<file path="src/rtl/mem_loader_pkg.sv">
// Shared types for the memory loader: FSM state encoding, byte-lane index and
// byte insert/extract helpers used by both the packer and the top.
package mem_loader_pkg;

    localparam int BYTES_PER_WORD = 4;
    localparam int WORD_W         = BYTES_PER_WORD * 8;

    typedef logic [$clog2(BYTES_PER_WORD)-1:0] lane_t;

    localparam lane_t LAST_LANE = lane_t'(BYTES_PER_WORD - 1);

    typedef enum logic [2:0] {
        ST_IDLE      = 3'd0,
        ST_LOAD      = 3'd1,
        ST_WRITE     = 3'd2,
        ST_DONE      = 3'd3,
        ST_DUMP_RD   = 3'd4,
        ST_DUMP_WAIT = 3'd5,
        ST_DUMP_TX   = 3'd6
    } state_t;

    // Little-endian lanes: lane 0 occupies bits 7:0.
    function automatic logic [WORD_W-1:0] put_byte(input logic [WORD_W-1:0] word,
                                                   input lane_t             lane,
                                                   input logic [7:0]        data);
        logic [WORD_W-1:0] w_tmp;
        w_tmp = word;
        w_tmp[int'(lane)*8 +: 8] = data;
        return w_tmp;
    endfunction

    function automatic logic [7:0] get_byte(input logic [WORD_W-1:0] word,
                                            input lane_t             lane);
        return word[int'(lane)*8 +: 8];
    endfunction

endpackage

</file>
<file path="src/rtl/mem_loader_packer.sv">
// Byte-lane pack/unpack register with lane counter. Loads assemble a word one
// byte at a time; dumps load a whole word and step the lane counter outward.
module mem_loader_packer
    import mem_loader_pkg::*;
(
    input  logic              clk,
    input  logic              rstb,
    input  logic              i_clr,
    input  logic              i_push,
    input  logic [7:0]        i_byte,
    input  logic              i_load,
    input  logic [WORD_W-1:0] i_word,
    input  logic              i_advance,
    output logic [WORD_W-1:0] o_word,
    output lane_t             o_lane,
    output logic              o_last
);

    logic [WORD_W-1:0] r_word;
    lane_t             r_lane;

    always_ff @(posedge clk or negedge rstb) begin
        if (!rstb) begin
            r_word <= '0;
            r_lane <= '0;
        end else if (i_clr) begin
            r_word <= '0;
            r_lane <= '0;
        end else if (i_load) begin
            r_word <= i_word;
            r_lane <= '0;
        end else if (i_push) begin
            r_word <= put_byte(r_word, r_lane, i_byte);
            r_lane <= r_lane + lane_t'(1);
        end else if (i_advance) begin
            r_lane <= r_lane + lane_t'(1);
        end
    end

    assign o_word = r_word;
    assign o_lane = r_lane;
    assign o_last = (r_lane == LAST_LANE);

endmodule

</file>
<file path="src/rtl/mem_loader.sv">
// Loads program memory from a byte stream while holding the core in reset.
// Optional read-back (dump) path is built only when MEM_LOADER_DUMP_EN is defined.
module mem_loader
    import mem_loader_pkg::*;
#(
    parameter int N      = 32,
    parameter int LENGTH = 1024,
    parameter int AW     = $clog2(LENGTH)
) (
    input  logic         clk,
    input  logic         rstb,
    input  logic         load_start,
    input  logic [AW:0]  load_count,
    input  logic         in_valid,
    output logic         in_ready,
    input  logic [7:0]   in_data,
    output logic         wr_ena1,
    output logic [N-1:0] addr1,
    output logic [N-1:0] din1,
    input  logic [N-1:0] dout1,
    output logic         core_rst,
    output logic         busy,
    output logic         done
`ifdef MEM_LOADER_DUMP_EN
    ,
    input  logic         dump_start,
    input  logic [AW:0]  dump_count,
    output logic         out_valid,
    input  logic         out_ready,
    output logic [7:0]   out_data
`endif
);

    localparam logic [AW:0] LEN_C = (AW+1)'(LENGTH);

    function automatic logic [AW:0] clamp_count(input logic [AW:0] cnt);
        return (cnt > LEN_C) ? LEN_C : cnt;
    endfunction

    state_t            r_state;
    logic [AW:0]       r_count;
    logic [AW:0]       r_index;

    logic [WORD_W-1:0] w_word;
    logic [WORD_W-1:0] w_next_word;
    lane_t             w_lane;
    logic              w_last_lane;
    logic              w_idle;
    logic              w_start_load;
    logic              w_start_dump;
    logic              w_push;
    logic              w_load;
    logic              w_advance;
    logic [AW:0]       w_load_cnt;
    logic [AW:0]       w_index_next;
    logic              w_last_word;

    assign w_idle       = (r_state == ST_IDLE) || (r_state == ST_DONE);
    assign w_start_load = w_idle && load_start;
    assign w_push       = (r_state == ST_LOAD) && in_valid && in_ready;
    assign w_load_cnt   = clamp_count(load_count);
    assign w_index_next = r_index + (AW+1)'(1);
    assign w_last_word  = (w_index_next == r_count);
    assign w_next_word  = put_byte(w_word, w_lane, in_data);

`ifdef MEM_LOADER_DUMP_EN
    logic [AW:0] w_dump_cnt;
    assign w_dump_cnt   = clamp_count(dump_count);
    // Load has priority when both start pulses coincide.
    assign w_start_dump = w_idle && dump_start && !load_start;
    assign w_load       = (r_state == ST_DUMP_WAIT);
    assign w_advance    = (r_state == ST_DUMP_TX) && out_ready && !w_last_lane;
`else
    assign w_start_dump = 1'b0;
    assign w_load       = 1'b0;
    assign w_advance    = 1'b0;
`endif

    mem_loader_packer u_packer (
        .clk       (clk),
        .rstb      (rstb),
        .i_clr     (w_start_load | w_start_dump),
        .i_push    (w_push),
        .i_byte    (in_data),
        .i_load    (w_load),
        .i_word    (WORD_W'(dout1)),
        .i_advance (w_advance),
        .o_word    (w_word),
        .o_lane    (w_lane),
        .o_last    (w_last_lane)
    );

    always_ff @(posedge clk or negedge rstb) begin
        if (!rstb) begin
            r_state  <= ST_IDLE;
            r_count  <= '0;
            r_index  <= '0;
            in_ready <= 1'b0;
            wr_ena1  <= 1'b0;
            addr1    <= '0;
            din1     <= '0;
            core_rst <= 1'b1;
            busy     <= 1'b0;
            done     <= 1'b0;
`ifdef MEM_LOADER_DUMP_EN
            out_valid <= 1'b0;
            out_data  <= '0;
`endif
        end else begin
            wr_ena1 <= 1'b0;
            case (r_state)
                ST_IDLE, ST_DONE: begin
                    if (w_start_load) begin
                        r_count <= w_load_cnt;
                        r_index <= '0;
                        if (w_load_cnt == '0) begin
                            r_state  <= ST_DONE;
                            done     <= 1'b1;
                            busy     <= 1'b0;
                            core_rst <= 1'b0;
                        end else begin
                            r_state  <= ST_LOAD;
                            in_ready <= 1'b1;
                            core_rst <= 1'b1;
                            done     <= 1'b0;
                            busy     <= 1'b1;
                        end
                    end
`ifdef MEM_LOADER_DUMP_EN
                    // Dump leaves core_rst alone: reading memory back never disturbs the core.
                    else if (w_start_dump) begin
                        r_count <= w_dump_cnt;
                        r_index <= '0;
                        if (w_dump_cnt == '0) begin
                            r_state <= ST_DONE;
                            done    <= 1'b1;
                            busy    <= 1'b0;
                        end else begin
                            r_state <= ST_DUMP_RD;
                            addr1   <= '0;
                            done    <= 1'b0;
                            busy    <= 1'b1;
                        end
                    end
`endif
                end
                ST_LOAD: begin
                    if (w_push && w_last_lane) begin
                        r_state  <= ST_WRITE;
                        in_ready <= 1'b0;
                        wr_ena1  <= 1'b1;
                        addr1    <= N'(r_index);
                        din1     <= N'(w_next_word);
                    end
                end
                ST_WRITE: begin
                    r_index <= w_index_next;
                    if (w_last_word) begin
                        r_state  <= ST_DONE;
                        done     <= 1'b1;
                        busy     <= 1'b0;
                        core_rst <= 1'b0;
                    end else begin
                        r_state  <= ST_LOAD;
                        in_ready <= 1'b1;
                    end
                end
`ifdef MEM_LOADER_DUMP_EN
                ST_DUMP_RD: begin
                    r_state <= ST_DUMP_WAIT;
                end
                ST_DUMP_WAIT: begin
                    r_state   <= ST_DUMP_TX;
                    out_valid <= 1'b1;
                    out_data  <= dout1[7:0];
                end
                ST_DUMP_TX: begin
                    if (out_ready) begin
                        if (w_last_lane) begin
                            out_valid <= 1'b0;
                            r_index   <= w_index_next;
                            if (w_last_word) begin
                                r_state <= ST_DONE;
                                done    <= 1'b1;
                                busy    <= 1'b0;
                            end else begin
                                r_state <= ST_DUMP_RD;
                                addr1   <= N'(w_index_next);
                            end
                        end else begin
                            out_data <= get_byte(w_word, w_lane + lane_t'(1));
                        end
                    end
                end
`endif
                default: begin
                    r_state <= ST_IDLE;
                end
            endcase
        end
    end

endmodule

</file>
<file path="config.mk">
export PLATFORM = sky130hd
export DESIGN_NAME = mem_loader
export DESIGN_NICKNAME = d
export VERILOG_FILES = /design/src/rtl/mem_loader_pkg.sv /design/src/rtl/mem_loader_packer.sv /design/src/rtl/mem_loader.sv
export SDC_FILE = /design/constraint.sdc
export NUM_CORES = 1
export LEC_CHECK = 0
export BUFFER_PORTS_ARGS = -buffer_cell sky130_fd_sc_hd__buf_2
export CORE_MARGIN = 3
export CORE_UTILIZATION = 30
export DETAILED_ROUTE_END_ITERATION = 6
export RECOVER_POWER = 50
export SYNTH_ARGS = -nofsm -noshare
export SYNTH_HDL_FRONTEND = slang
export SYNTH_SLANG_ARGS = --single-unit
</file>
<file path="constraint.sdc">
create_clock -name clk -period 6 [get_ports clk]
set_input_delay 0.9 -clock clk [delete_from_list [all_inputs] [get_ports clk]]
set_output_delay 0.9 -clock clk [all_outputs]
set_load 0.05 [all_outputs]
</file>
-- Yosys cells after proc, flatten, opt, wreduce, memory -nomap -nowiden
Cells that the tools add are included.
W data, S select, Z words.
- bits in writable memories: 0
- logic and storage cells: 73
- output and inout port bits: 69
- ROM bits: 0
- bits of input ports: 55
- latch bits: 0
- memories kept: 0
- register bits after elaboration: 107
- order comparisons: 1
- shift-type cells: 2
- eq/ne operators: 10
- muxes and demuxes: 28
- div/mod/pow operators: 0
- multipliers: 0
- reduce and logical (&&, ||, !) cells: 17
- bitwise operators: 0
- add/subtract/negate cells: 3
- operators by type and width (kind ; count):
    $mux W32 ; 2
    $neg A5 Y33 ; 1
    $shift A8 B33 Y32 const A ; 1
    $shiftx A8 B33 Y32 ; 1
    $bwmux W32 ; 1
    $mux W11 ; 2
    $pmux W11 S2 ; 1
    $mux W1 ; 12
    $add A11 B1 Y11 const B ; 1
    $eq A11 B11 Y1 ; 1
    $gt A11 B11 Y1 const B ; 1
    $logic_not A11 Y1 ; 1
    $pmux W3 S3 ; 1
    $mux W2 ; 4
    $reduce_and A2 Y1 ; 4
    $eq A3 B2 Y1 const B ; 2
    $mux W3 ; 2
    $ne A2 B2 Y1 const B ; 3
    $reduce_and A5 Y1 ; 1
    $logic_and A1 B1 Y1 ; 4
    $ne A2 B1 Y1 const B ; 2
    $pmux W1 S2 ; 2
    $reduce_bool A2 Y1 ; 2
    $eq A3 B1 Y1 const B ; 1
    other kinds (8) ; 8

-- Logic depth before layout (Yosys ltp)
Gate-level depths: netlist of run 1.
- depth in word-level cells: 6
- gate-level depth with buffers: 9
- gate-level depth less buffers: 8

-- Cells and area by module
From an unflattened synthesis of run 1, not the netlist that was laid out.
- cells, all modules: 614
- area total of the unflattened synthesis: 5728.0 sq um
- modules (own cells, without submodules) (module ; times used ; sequential area each (sq um) ; area an instance (sq um) ; cells an instance):
    mem_loader ; 1 ; 1803.0 ; 3875.0 ; 435
    mem_loader_packer ; 1 ; 850.8 ; 1853.0 ; 179

-- Worst setup path before layout of run 1
OpenSTA, ideal clock, no wires.
- path type: register -> register
- start: register u_packer.r_lane[0] (netlist: u_packer.o_lane[0])
- end: register u_packer.r_word[0] (netlist: u_packer.o_word[0])
- clock period less this slack: 2.045 ns
- path slack: 3.955 ns
- required time: 5.928 ns
- stages on the path, launching flop included: 9
- path buffers: 2
- setup time: 0.072 ns
- arrival: 1.973 ns
- path through: dfrtp_1 > inv_1 > ha_1 > nor4bb_1 > clkbuf_1 > and2_1 > clkbuf_1 > a22oi_1 > nor2_1
- longest elaborated chain between the ends: 5
- elaborated cells on any way between the ends: 6
- classes of those cells: 1 x add/sub; 2 x shift; 3 x mux
- ends and longest elaborated chain (what ; line ; text):
    start, declared ; mem_loader_packer.sv:20 ; lane_t r_lane;
    start signal, assigned ; mem_loader_packer.sv:34 ; r_lane <= r_lane + lane_t'(1);
    start signal, assigned ; mem_loader_packer.sv:36 ; r_lane <= r_lane + lane_t'(1);
    $neg A5 Y33 * ; mem_loader_pkg.sv:28 ; w_tmp[int'(lane)*8 +: 8] = data;
    $shiftx A8 B33 Y32 / $shift A8 B33 Y32 (equally long branches) ; mem_loader_pkg.sv:28 ;
    $bwmux W32 * ; mem_loader_pkg.sv:28 ;
    $mux W32 * ; mem_loader_packer.sv:32 ; end else if (i_push) begin
    $mux W32 * ; mem_loader_packer.sv:26 ; end else if (i_clr) begin
    end signal, assigned ; mem_loader_packer.sv:30 ; r_word <= i_word;
    end signal, assigned ; mem_loader_packer.sv:33 ; r_word <= put_byte(r_word, r_lane, i_byte);
    end, declared ; mem_loader_packer.sv:19 ; logic [WORD_W-1:0] r_word;
Every way passes the cells marked *; elsewhere a longest branch is shown, timed or not. The select of a mux whose other input is x is not followed.
A chain may end at the register's enable or synchronous reset.

==> metrics.yaml, run 1 <==
synthesis:
  synth_cells: 498
  synth_top_cells_by_count: "sky130_fd_sc_hd__dfrtp_1 (97), sky130_fd_sc_hd__nand2_1 (79), sky130_fd_sc_hd__o21ai_0 (47)"
  synth_seq_area_share_pct: 50.9
  netlist.area_leader.share_pct: 50.4
  yosys_warnings: 0
  synth_enable_flop_cells: 0
  postSynth.asyncResetShare_pct: 100
  synthTopCellsByArea: "sky130_fd_sc_hd__dfrtp_1 (50%), sky130_fd_sc_hd__nand2_1 (6.2%), sky130_fd_sc_hd__o21ai_0 (4.9%), sky130_fd_sc_hd__a22oi_1 (3.7%), sky130_fd_sc_hd__buf_4 (3.4%)"
  post_synthesis_instance_area_sq_um: 4820
  synth.avg_cell_area_sq_um: 9.68
  ff_latch_count_synth: 98
  synth_top_area_cell: "sky130_fd_sc_hd__dfrtp_1"
  synthMostInstantiatedCell: "sky130_fd_sc_hd__dfrtp_1"
  number_of_library_cell_types_mapped_by_synthesis: 48
  synthFlopType: "sky130_fd_sc_hd__dfrtp_1"
routing:
  drt-pass1-iter-count: 5
  routed_wire_length_per_instance_microns: 14.9
  detailed_router_s_first_iteration_violation_count: 226
  route.antenna.remaining_nets: 0
  vias_per_cell: 4.77
  dr_total_vias: 3645
  drt_wl_total_mm: 11.4
  drc_errors: 0
setup_path:
  startpoint_type: "input pin"
  arrival_ps: 3610
  criticalPathCategory: "input pin to asynchronous set/reset pin"
  critical_path.top_delay_family: "buffers and inverters"
  timing.critical_path.required_ps: 6150
  timing.critical_path.to_type: "asynchronous set/reset pin"
  crit_chain: "clkbuf_1 -> clkbuf_2"
  worstPathBufferInverterCount: 2
  crit_path_top_delay_cell: "sky130_fd_sc_hd__clkbuf_2"
  worst-path-max-fanout: 67
  cpPeakStageDelay_ps: 1400
clocking:
  cts_root_buf: "sky130_fd_sc_hd__clkbuf_16"
  count_of_clock_tree_sinks: 98
  numCtsBuffers: 9
  cts_hold_buf: 0
  cts_buffer_depth: 2
  postCtsSetupBuffers: 0
  postCtsResizedCells: 0
  clock_insertion_delay_worst_skew_ps: 340
  cts_tree: "yes"
  cts.clk_slew.worst_paths_ps: 60
  h-tree-depth: 3
pwr:
  worst_ir_drop_vdd_mv: 0.147
  lkg_pwr_nw: 2.44
  finalPower_mw: 2.24
  power.density_nw_per_um2: 410
die:
  die_h_microns: 133
  top_level_ports: 124
  rows: 45
  initial_utilization_pct: 31.1
  design.die.area_sq_um: 17600
  die_x_microns: 133
  core-area_sq_um: 15500
global_routing:
  grt.total_usage_pct: 13.1
  vias_in_the_first_global_route: 3537
  grt_overflow_total: 0
  antenna_found_initial: 0
  grt_max_degree: 73
  wire_length_of_the_first_global_routing_pass_mm: 18.5
place:
  place_congestion: 0.803
  post-dp-hpwl_mm: 8.22
  placed_cells_incl_taps: 748
  placedInstanceArea_sq_um: 5220
  buffers_added_on_ports: 70
timing:
  fin_hold_ws_ps: 477
  finalSetupViolations: 0
  relSlewSlack_pct: -16.9
  fin_tns_setup_ps: 0
  drv_slew: 101
  layout_min_cycle_time_ps: 3460
  worst-slew-pin-transition_ps: 1750
  rsz_0062_raised_after_global_routing: "false"
  finalCritPeriodShare_pct: 57.7
  finalHoldViolations: 0
  clock_tree_skew_after_final_layout_ps: 6.90
  maxClockFrequency_ghz: 0.289
finish:
  fill_cells: 1603
  area_growth_syn_to_layout_pct: 13.5
  share_of_post_route_cells_with_drive_strength_above_1_pct: 12.3
  final_net_count: 612
  stdcell_area_sq_um: 5470
  n_antenna_cell: 0
  post_layout_nonfiller_instances: 764
status:
  run_status: "finished with violations"
  violations: "max-capacitance violations, max-slew violations"
hold_path:
  min-delay-path-class: "flip-flop to flip-flop"
flow_run:
  max_cap_violations: 2
flip-flops by register name (all words and copies together), names as in the netlist:
signal / cells
addr1: 11
busy: 1
core_rst: 1
din1: 32
done: 1
in_ready: 1
r_count: 11
r_index: 11
r_state: 2
u_packer.o_lane: 2
u_packer.o_word: 24
wr_ena1: 1
power breakdown:
| group | leakage [nW] | internal, mW | total (mW) | switching, mW |
|---|---|---|---|---|
| clock | 0.135 | 0.335 | 0.575 | 0.240 |
| combinational | 0.969 | 0.230 | 0.791 | 0.560 |
| sequential | 1.33 | 0.783 | 0.879 | 0.0958 |
| total | 2.44 | 1.35 | 2.24 | 0.896 |
kinds of logic (layout without fill, tap and decap cells):
logic type	Yosys count	in the layout	share of synthesized area, %
and+or+nand+nor	178	178	18.2
DFF	98	98	50.9
buffers and inverters	61	96	7.04
xor gates and xnor gates	18	18	3.27
adders and majority gates	9	9	2.34
muxes	11	11	2.57
AOI/OAI and AO/OA	122	122	15.6
other	1	21	0.0778
cell type report:
| class | count | area (sq um) | share of cell area (%) |
|---|---|---|---|
| sequential | 98 | 2450 | 44.9 |
| timing repair buffer | 73 | 315 | 5.77 |
| multi-input combinational | 359 | 2110 | 38.6 |
| clock inverter | 4 | 52.6 | 0.961 |
| clock buffer | 12 | 246 | 4.51 |
| inverter | 7 | 26.3 | 0.481 |
| tap | 211 | 264 | 4.83 |
layer usage:
metal | global-route usage (%) | share of wire, % | vias up
met5 | 0 | 0 | -
met4 | 5.43 | 1.8 | 0
met3 | 2.51 | 4.7 | 15
met2 | 21.4 | 50 | 106
met1 | 17.0 | 43 | 1767
li1 | - | - | 1757
path summary, 6_finish.rpt:
path | from | end | slack (ps) | cells after the start
worst min-delay path | din1[20]$_DFFE_PN0P_ | din1[20]$_DFFE_PN0P_ | 480 | 2
worst min register to register | din1[20]$_DFFE_PN0P_ | din1[20]$_DFFE_PN0P_ | 480 | 2
worst max-delay path | rstb | r_index[1]$_DFFE_PN0P_ | 2540 | 2
worst max register to register | u_packer.o_lane[0]$_DFFE_PN0P_ | u_packer.o_word[4]$_DFFE_PN0P_ | 3410 | 6
min in group asynchronous | rstb | busy$_DFFE_PN0P_ | 1010 | 1
max in group clk | u_packer.o_lane[0]$_DFFE_PN0P_ | u_packer.o_word[4]$_DFFE_PN0P_ | 3410 | 6
stage by stage:
step / utilization, % / setup WS, ps
2_1_floorplan: - / 3950
3_3_place_gp: 33.7 / 3180
3_5_place_dp: 33.7 / 3070
4_1_cts: 35.7 / 3040
5_1_grt: 35.3 / 1930
6_report: 35.3 / 2540
cell usage in the layout (no fill, tap or decap), types with 2 or more instances in the layout:
master | Yosys | final
sky130_fd_sc_hd__buf_2 | 0 | 26
sky130_fd_sc_hd__o31ai_1 | 5 | 5
sky130_fd_sc_hd__a21o_1 | 3 | 3
sky130_fd_sc_hd__clkinvlp_4 | 0 | 3
sky130_fd_sc_hd__a22o_1 | 5 | 5
sky130_fd_sc_hd__nand3b_1 | 6 | 6
sky130_fd_sc_hd__a21oi_1 | 29 | 29
sky130_fd_sc_hd__nand2_1 | 79 | 78
sky130_fd_sc_hd__mux2_2 | 11 | 11
sky130_fd_sc_hd__ha_1 | 9 | 9
sky130_fd_sc_hd__conb_1 | 1 | 21
sky130_fd_sc_hd__buf_4 | 22 | 2
sky130_fd_sc_hd__a22oi_1 | 24 | 24
sky130_fd_sc_hd__clkbuf_16 | 0 | 9
sky130_fd_sc_hd__and2_1 | 5 | 5
sky130_fd_sc_hd__nor2_1 | 36 | 36
sky130_fd_sc_hd__inv_1 | 7 | 7
sky130_fd_sc_hd__and3_1 | 2 | 2
sky130_fd_sc_hd__o21ai_0 | 47 | 47
sky130_fd_sc_hd__nor2b_1 | 24 | 24
sky130_fd_sc_hd__nand3_1 | 7 | 7
sky130_fd_sc_hd__xnor2_1 | 12 | 12
sky130_fd_sc_hd__dfrtp_1 | 97 | 97
sky130_fd_sc_hd__xor2_1 | 6 | 6
sky130_fd_sc_hd__nor3_1 | 3 | 3
sky130_fd_sc_hd__clkbuf_1 | 29 | 46
sky130_fd_sc_hd__nor4_1 | 3 | 3
Power figures use the tool's default switching activity.
==> inputs of run 2 (changes only) <==
clock period = 3.3 ns   (was 6 ns; I/O delays follow)
==> run 2 against run 1 <==
Against the previous run:
- combinational power up 83%
- global-route usage shrank 0.098 points
- final cell count is 0.52% higher
- the run still ends with max-capacitance violations, max-slew violations left
- sequential power is 81% higher
- first-iteration DRC count increased by 18%
==> metrics.yaml, run 2 (same netlist as run 1, synthesis figures left out) <==
status:
  run_status: "finished with violations"
  violations: "max-capacitance violations, max-slew violations"
global_routing:
  grt_max_degree: 63
  antenna_found_initial: 0
  wire_length_of_the_first_global_routing_pass_mm: 18.7
  grt.total_usage_pct: 13.0
  grt_overflow_total: 0
  vias_in_the_first_global_route: 3619
clocking:
  postCtsSetupBuffers: 0
  cts_buffer_depth: 2
  postCtsResizedCells: 0
  cts_hold_buf: 0
  cts_tree: "yes"
  h-tree-depth: 3
  clock_insertion_delay_worst_skew_ps: 350
  count_of_clock_tree_sinks: 98
  cts.clk_slew.worst_paths_ps: 60
  numCtsBuffers: 9
  cts_root_buf: "sky130_fd_sc_hd__clkbuf_16"
place:
  placedInstanceArea_sq_um: 5250
  post-dp-hpwl_mm: 8.35
  buffers_added_on_ports: 70
  place_congestion: 0.803
routing:
  drt_wl_total_mm: 11.3
  drt-pass1-iter-count: 4
  route.antenna.remaining_nets: 0
  dr_total_vias: 3687
  detailed_router_s_first_iteration_violation_count: 267
  routed_wire_length_per_instance_microns: 14.7
  drc_errors: 0
  vias_per_cell: 4.80
pwr:
  worst_ir_drop_vdd_mv: 0.225
  power.density_nw_per_um2: 750
  internal_power_consumption_mw: 2.52
  power.share.combinational_pct: 35.0
  share_clk_of_total_power_pct: 26.7
  lkg_pwr_nw: 2.55
  sw_frac_of_total_pct: 39.1
  pwr-share-seq_pct: 38.4
  power_switching_mw: 1.62
finish:
  largest_reg_flops: 32
  stdcell_area_sq_um: 5530
  layout_common_cells: "sky130_fd_sc_hd__dfrtp_1 (97), sky130_fd_sc_hd__nand2_1 (78), sky130_fd_sc_hd__o21ai_0 (47)"
  final_net_count: 616
  layout.cells.most_common: "sky130_fd_sc_hd__dfrtp_1"
  biggest_register: "din1"
  share_of_post_route_cells_with_drive_strength_above_1_pct: 16.0
  area_growth_syn_to_layout_pct: 14.7
  n_antenna_cell: 0
die:
  top_level_ports: 124
  rows: 45
  initial_utilization_pct: 31.1
  die_x_microns: 133
  design.die.area_sq_um: 17600
  core-area_sq_um: 15500
  die_h_microns: 133
timing:
  finalHoldViolations: 0
  layout_min_cycle_time_ps: 2390
  relSlewSlack_pct: -3.87
  finalCritPeriodShare_pct: 72.6
  maxClockFrequency_ghz: 0.418
  clock_tree_skew_after_final_layout_ps: 6.03
  rsz_0062_raised_after_global_routing: "false"
  drv_slew: 63
  fin_tns_setup_ps: 0
  finalSetupViolations: 0
  worst-slew-pin-transition_ps: 1560
  fin_hold_ws_ps: 378
setup_path:
  critical_path.most_common_cell: "sky130_fd_sc_hd__nand3_1"
  worst-path-max-fanout: 7
  crit_path_top_delay_cell: "sky130_fd_sc_hd__dfrtp_1"
  criticalPathCategory: "flip-flop to flip-flop"
  crit_chain: "ha_1 -> nand3_1 -> xnor2_1 -> nor4_1 -> nand3_1 -> nor3_2 -> a211oi_1 -> a21o_1"
  timing.critical_path.to_type: "flip-flop"
  arrival_ps: 2630
  timing.reg2reg.setup_slack_ps: 910
  timing.critical_path.required_ps: 3540
  startpoint_type: "flip-flop"
  cpPeakStageDelay_ps: 500
hold_path:
  min-delay-path-class: "input pin to flip-flop"
flow_run:
  max_cap_violations: 1
-- run 2: cell types whose count changed in the layout (fill, tap and decap cells not counted), sizes merged --
cell | before | now
buf | 28 | 50
clkbuf | 57 | 38
clkinv | 0 | 1
bufinv | 1 | 2
clkinvlp | 3 | 2
-- run 2: path summary, 6_finish.rpt --
kind,cells after the start,from,to
worst max register to register,8,r_index[0]$_DFFE_PN0P_,in_ready$_DFFE_PN0P_
worst max-delay path,8,r_index[0]$_DFFE_PN0P_,in_ready$_DFFE_PN0P_
worst min-delay path,2,load_count[7],r_count[7]$_DFFE_PN0P_
min in group asynchronous,1,rstb,busy$_DFFE_PN0P_
worst min register to register,2,din1[21]$_DFFE_PN0P_,din1[21]$_DFFE_PN0P_
max in group asynchronous,2,rstb,addr1[2]$_DFFE_PN0P_
-- run 2: stage by stage --
step	setup slack, ps	utilization (%)	power (mW)	instances
6_report	905	35.7	4.14	768
5_1_grt	658	35.7	4.39	768
4_1_cts	892	35.9	4.20	768
3_5_place_dp	909	33.9	3.09	752
3_3_place_gp	958	33.9	3.04	752
2_1_floorplan	1250	-	2.73	518
-- run 2: cell type report --
cell class                      instances  area, sq um
Clock inverter                          5         80.1
Tap cell                              211          264
Fill cell                            1565         9960
Multi-Input combinational cell        359         2100
Inverter                                7         26.3
Timing Repair Buffer                   77          365
Sequential cell                        98         2450
Clock buffer                           11          233
-- run 2: critical path, delay by kind of cell (launching register included) --
kind	cells	cell delay, ps
AND/OR/NAND/NOR	4	930
flip-flops	1	500
adder cells (fa/ha/maj)	1	350
AO/OA/AOI/OAI	2	330
XOR/XNOR	1	170
-- run 2: power groups by stage --
stage / logic (mW) / clock network (mW) / registers, mW
after floorplan: 0.867 / 0 / 1.86
after global placement: 1.44 / 0 / 1.60
after detailed placement: 1.48 / 0 / 1.61
after CTS: 1.48 / 1.13 / 1.59
after global routing: 1.60 / 1.17 / 1.62
final: 1.45 / 1.10 / 1.59
-- run 2: metal layers --
layer  vias to the layer above  routed length (microns)  track usage, %
met5                         -                        0               0
met4                         0                      217            5.02
met3                        13                      436            1.86
met2                        82                     5850            22.3
met1                      1826                     4810            16.5
li1                       1766                        -               -
